$ cat config.mk
export PLATFORM = sky130hd
export DESIGN_NAME = mem_master
export DESIGN_NICKNAME = d
export VERILOG_FILES = /design/src/rtl/comet2_mem_pkg.sv /design/src/rtl/mem_master.sv
export SDC_FILE = /design/constraint.sdc
export NUM_CORES = 1
export LEC_CHECK = 0
export CORE_MARGIN = 1.5
export CORE_UTILIZATION = 45
export CTS_BUF_LIST = sky130_fd_sc_hd__clkbuf_8 sky130_fd_sc_hd__clkbuf_16
export DETAILED_ROUTE_END_ITERATION = 8
export PLACE_DENSITY = 0.87
export SYNTH_ARGS = -nofsm -noshare
export SYNTH_HDL_FRONTEND = slang
export SYNTH_SLANG_ARGS = --single-unit
$ cat constraint.sdc
create_clock -name mclk -period 3.24 [get_ports mclk]
set_input_delay 0.486 -clock mclk [delete_from_list [all_inputs] [get_ports mclk]]
set_output_delay 0.486 -clock mclk [all_outputs]
set_load 0.02 [all_outputs]
$ cat src/rtl/comet2_mem_pkg.sv
`default_nettype none
// +----------------------------------------------------------------------+
// | comet2_mem_pkg : command encodings, FSM states and word width.        |
// | Rev 1.0                                                               |
// +----------------------------------------------------------------------+
package comet2_mem_pkg;

    localparam int c_word_w = 16;

    localparam logic [1:0] c_cmd_read   = 2'b00;
    localparam logic [1:0] c_cmd_write  = 2'b01;
    localparam logic [1:0] c_cmd_fetch2 = 2'b10;
    localparam logic [1:0] c_cmd_rsvd   = 2'b11;

    typedef enum logic [2:0] {
        ST_IDLE = 3'd0,
        ST_RD   = 3'd1,
        ST_RD2  = 3'd2,
        ST_WR   = 3'd3,
        ST_RESP = 3'd4
    } state_t;

    // Reserved encoding behaves as a plain READ.
    function automatic logic cmd_is_write(input logic [1:0] cmd);
        case (cmd)
            c_cmd_write:                          return 1'b1;
            c_cmd_read, c_cmd_fetch2, c_cmd_rsvd: return 1'b0;
            default:                              return 1'b0;
        endcase
    endfunction

endpackage
`default_nettype wire

$ cat src/rtl/mem_master.sv
`default_nettype none
// +----------------------------------------------------------------------+
// | mem_master : request/response master driving a single-port style RAM |
// | Optional address check: MEM_MASTER_ADDR_CHECK_EN.        Rev 1.0     |
// +----------------------------------------------------------------------+
module mem_master
    import comet2_mem_pkg::*;
#(
    parameter logic [c_word_w-1:0] ADDR_LIMIT = 16'h0080
) (
    input  logic                mclk,
    input  logic                rst,
    input  logic                req_valid,
    output logic                req_ready,
    input  logic [1:0]          req_cmd,
    input  logic [c_word_w-1:0] req_addr,
    input  logic [c_word_w-1:0] req_wdata,
    output logic                resp_valid,
    input  logic                resp_ready,
    output logic [c_word_w-1:0] resp_data0,
    output logic [c_word_w-1:0] resp_data1,
    output logic                resp_err,
    output logic                mem_re,
    output logic                mem_we,
    output logic [c_word_w-1:0] mem_raddr,
    output logic [c_word_w-1:0] mem_waddr,
    output logic [c_word_w-1:0] mem_wdata,
    input  logic [c_word_w-1:0] mem_rdata
);

    state_t                state_q;
    logic                  fetch2_q;
    logic                  req_ready_q;
    logic                  resp_valid_q;
    logic                  mem_re_q;
    logic                  mem_we_q;
    logic [c_word_w-1:0]   resp_data0_q;
    logic [c_word_w-1:0]   resp_data1_q;
    logic [c_word_w-1:0]   mem_raddr_q;
    logic [c_word_w-1:0]   mem_waddr_q;
    logic [c_word_w-1:0]   mem_wdata_q;

    logic                  w_is_fetch2;
    logic                  w_illegal;

    assign w_is_fetch2 = (req_cmd == c_cmd_fetch2);

`ifdef MEM_MASTER_ADDR_CHECK_EN
    logic                  resp_err_q;
    logic [c_word_w-1:0]   w_req_addr_inc;

    assign w_req_addr_inc = req_addr + 16'd1;
    assign w_illegal      = (req_addr >= ADDR_LIMIT) ||
                            (w_is_fetch2 && (w_req_addr_inc >= ADDR_LIMIT));
    assign resp_err       = resp_err_q;
`else
    assign w_illegal      = 1'b0;
    assign resp_err       = 1'b0 & (ADDR_LIMIT == '0);
`endif

    always_ff @(posedge mclk or posedge rst) begin
        if (rst) begin
            state_q      <= ST_IDLE;
            fetch2_q     <= 1'b0;
            req_ready_q  <= 1'b1;
            resp_valid_q <= 1'b0;
            mem_re_q     <= 1'b0;
            mem_we_q     <= 1'b0;
            resp_data0_q <= '0;
            resp_data1_q <= '0;
            mem_raddr_q  <= '0;
            mem_waddr_q  <= '0;
            mem_wdata_q  <= '0;
`ifdef MEM_MASTER_ADDR_CHECK_EN
            resp_err_q   <= 1'b0;
`endif
        end else begin
            case (state_q)
                ST_IDLE: begin
                    if (req_valid && req_ready_q) begin
                        req_ready_q  <= 1'b0;
                        fetch2_q     <= w_is_fetch2;
                        resp_data0_q <= '0;
                        resp_data1_q <= '0;
`ifdef MEM_MASTER_ADDR_CHECK_EN
                        resp_err_q   <= w_illegal;
`endif
                        if (w_illegal) begin
                            state_q      <= ST_RESP;
                            resp_valid_q <= 1'b1;
                        end else if (cmd_is_write(req_cmd)) begin
                            state_q     <= ST_WR;
                            mem_we_q    <= 1'b1;
                            mem_waddr_q <= req_addr;
                            mem_wdata_q <= req_wdata;
                        end else begin
                            state_q     <= ST_RD;
                            mem_re_q    <= 1'b1;
                            mem_raddr_q <= req_addr;
                        end
                    end
                end
                ST_RD: begin
                    resp_data0_q <= mem_rdata;
                    if (fetch2_q) begin
                        state_q     <= ST_RD2;
                        mem_raddr_q <= mem_raddr_q + 16'd1;
                    end else begin
                        state_q      <= ST_RESP;
                        mem_re_q     <= 1'b0;
                        resp_valid_q <= 1'b1;
                    end
                end
                ST_RD2: begin
                    resp_data1_q <= mem_rdata;
                    state_q      <= ST_RESP;
                    mem_re_q     <= 1'b0;
                    resp_valid_q <= 1'b1;
                end
                ST_WR: begin
                    state_q      <= ST_RESP;
                    mem_we_q     <= 1'b0;
                    resp_valid_q <= 1'b1;
                end
                ST_RESP: begin
                    if (resp_ready) begin
                        state_q      <= ST_IDLE;
                        resp_valid_q <= 1'b0;
                        req_ready_q  <= 1'b1;
`ifdef MEM_MASTER_ADDR_CHECK_EN
                        resp_err_q   <= 1'b0;
`endif
                    end
                end
                default: begin
                    state_q      <= ST_IDLE;
                    req_ready_q  <= 1'b1;
                    resp_valid_q <= 1'b0;
                    mem_re_q     <= 1'b0;
                    mem_we_q     <= 1'b0;
                end
            endcase
        end
    end

    assign req_ready  = req_ready_q;
    assign resp_valid = resp_valid_q;
    assign resp_data0 = resp_data0_q;
    assign resp_data1 = resp_data1_q;
    assign mem_re     = mem_re_q;
    assign mem_we     = mem_we_q;
    assign mem_raddr  = mem_raddr_q;
    assign mem_waddr  = mem_waddr_q;
    assign mem_wdata  = mem_wdata_q;

endmodule
`default_nettype wire

==> impl_metrics.py <==
metrics = {
    "sta": {
        "setup_viol": 0,
        "worst_pin_slew_ps": 1028,
        "rsz0062_at_grt": "no",
        "final_hold_viol_count": 0,
        "min_period_ps": 2362,
        "fin_skew_ps": 15.45,
        "drv_slew": 0,
        "max_slew_margin_pct": 31.16,
        "post-route-period-util_pct": 72.91,
        "setup_tns_ps": 0,
        "fmax_ghz": 0.4233,
    },
    "route": {
        "first_iter_violations": 209,
        "via_count": 3263,
        "postRouteAntennaNets": 0,
        "drt_pass1_iterations": 4,
        "viasPerCell": 5.332,
        "drcViolationCount": 0,
        "wl_um": 9944,
        "routedWlPerCell_um": 16.25,
    },
    "grt": {
        "grt_pass1_vias": 3291,
        "grt_pass1_wl_um": 16320,
        "grt_max_degree": 64,
        "track_usage_pct": 21.24,
        "antenna_found_initial": 0,
        "grt_remaining_overflow": 0,
    },
    "placed_design": {
        "post-dp-hpwl_um": 7040,
        "gp_congestion": 0.8254,
        "dp_cells": 596,
        "place.port_buffers": 137,
        "dpl-instance-area_um2": 5388,
    },
    "floorplanning": {
        "core_um2": 8678,
        "initial_core_util_pct": 46.14,
        "io_pins": 139,
        "dieWidth_um": 97.33,
        "die_area_um2": 9472,
        "die_h_um": 97.33,
        "rows": 34,
    },
    "clock_network": {
        "cts_buffer_depth": 2,
        "clk_latency_ps": 350,
        "numCtsBuffers": 9,
        "post_cts_buffers": 0,
        "hold_buffers": 0,
        "root_buffer": "clkbuf_8",
        "path_clk_slew_ps": 90,
        "clock_sinks": 88,
        "htree_levels": 3,
        "cts_resized": 0,
        "cts_tree": "done",
    },
    "synthesis": {
        "synth_most_common_cell": "dfrtp_1",
        "yosysTopAreaCellShare_pct": 54.38,
        "muxShareOfSynthArea_pct": 11.81,
        "synth_seq_cells": 88,
        "synth_compound_area_share_pct": 13.34,
        "synth.net_count": 424,
        "yosys-top-cells-area": "dfrtp_1, mux2_4, nand2_1, o21ai_0, a21oi_1",
        "synthSimpleGateAreaFrac_pct": 14.78,
        "synth_commonest_cells": "dfrtp_1, nand2_1, o21ai_0",
        "synth_top_family_by_area": "simple AND/OR/NAND/NOR gates",
        "yosys_warnings": 0,
        "synthXorXnorAreaFrac_pct": 0,
        "async_flop_share_pct": 100.0,
        "synth-adder-area-share_pct": 0.3125,
        "synth_edf_count": 0,
        "synth_area_per_cell_um2": 10.85,
        "syn_inst": 369,
        "yosys.area.top_type": "dfrtp_1",
        "seq_area_frac_synth_pct": 55.03,
        "synth_cell_types": 44,
        "synth_top_flop_cell": "dfrtp_1",
        "netlist_area_um2": 4004,
    },
    "worst_setup_path": {
        "critical_path_required_ps": 3480,
        "cp_slowest_cell": "dfrtp_1",
        "crit_fanout": 19,
        "critPathLaunchType": "register",
        "path_class": "reg2reg",
        "endpoint_kind": "register",
        "cp_slowest_stage_delay_ps": 540,
        "worstPathCellList": "and4bb_4, nand2_4, nor2_8, buf_4, mux2_4",
        "arrival_ps": 2600,
    },
    "pwr": {
        "total_power_uw": 4606,
        "vdd_drop_max_mv": 0.4845,
        "p_leak_uw": 0.002395,
        "power_density_nw_per_um2": 824.3,
    },
    "hold_path": {
        "min_path_type": "reg2reg",
    },
    "final_layout": {
        "areaGrowthSynthToFinish_pct": 39.56,
        "antenna_cells": 0,
        "fillers": 701,
        "fin_area_um2": 5588,
        "fin_cells": 612,
        "layout.nets": 554,
        "drive_gt1_share_pct": 12.30,
    },
    "flow_run": {
        "max-cap-violations": 0,
    },
    "status": {
        "status": "completed",
    },
}
## path summary, 6_finish.rpt
path / from / to / slack (ps) / cells after the start
min in group asynchronous: rst / mem_raddr[3] / 570 / 2
worst min-delay path: mem_wdata[14] / mem_wdata[14] / 520 / 1
worst max register to register: state_q[1] / mem_wdata[0] / 880 / 5
max in group asynchronous: rst / req_ready / 1940 / 3
worst max-delay path: state_q[1] / mem_wdata[0] / 880 / 5
worst min register to register: mem_wdata[14] / mem_wdata[14] / 520 / 1
## critical path, delay by kind of cell (launching register included)
family        cells  cell delay (ps)
simple gates      3             1070
buf+inv           1              310
flops             1              540
mux               1              320
## flip-flops by register name, summed over array words and instances, names as in the netlist
name and flops:
fetch2_q 1, resp_data0 16, state_q 3, mem_re 1, mem_raddr 16, mem_waddr 16, mem_wdata 16, mem_we 1
resp_valid 1, resp_data1 16, req_ready 1
## cells in the final DEF (no fill, tap or decap), types with 2 or more instances in the layout
cell type and instances:
a21oi_1 22, a22oi_1 2, a2bb2oi_1 2, a31oi_1 4
and3_1 4, and4_1 2, buf_4 3, clkbuf_8 9
clkdlybuf4s50_1 137, clkinv_2 2, clkinvlp_4 2, dfrtp_1 87
inv_1 2, inv_2 2, inv_6 3, mux2_2 2
mux2_4 30, nand2_1 85, nand3_1 8, nand3b_1 2
nand4_1 2, nor2_1 12, nor3_1 4, o21ai_0 34
o21ai_1 14, o22a_1 2, o22ai_1 6
## layer usage
| metal | GRT usage, % | vias up | routed length [µm] |
|---|---|---|---|
| met5 | 0 | - | 0 |
| met4 | 8.462 | 0 | 181 |
| met3 | 5.899 | 19 | 753 |
| met2 | 34.27 | 127 | 4809 |
| met1 | 27.20 | 1576 | 4198 |
| li1 | - | 1541 | - |
## metrics by stage
step / hold WS, ps / util [%] / setup slack (ps)
2_1_floorplan: 533.7 / - / 477.1
3_5_place_dp: 494.0 / 62.08 / 539.1
5_1_grt: 536.3 / 64.39 / 780.0
6_report: 516.7 / 64.39 / 877.7
3_3_place_gp: 493.7 / 62.08 / 599.4
4_1_cts: 519.6 / 64.39 / 866.9
## power by group
group	switching, µW	internal, µW
combinational	950	1030
clock	411	364
sequential	336	1510
total	1700	2910
## cells by family (layout without fill, tap and decap cells)
logic type | Yosys count | in the layout
multiplexers | 32 | 32
adder cells (fa/ha/maj) | 1 | 1
flip-flops | 88 | 88
other | 1 | 1
buffers and inverters | 27 | 162
AND/OR/NAND/NOR | 127 | 127
AO/OA/AOI/OAI | 93 | 93
## cell type report
type	instances	area, µm²	area share [%]
repair buffers	141	1414	25.30
clock inverters	7	76.32	1.366
well taps	108	135.1	2.418
flip-flops and latches	88	2203	39.43
multi-input cells	254	1615	28.91
inverters	5	20.02	0.3583
clock buffers	9	123.9	2.217
Note: power is estimated with default switching activity, not from simulation.
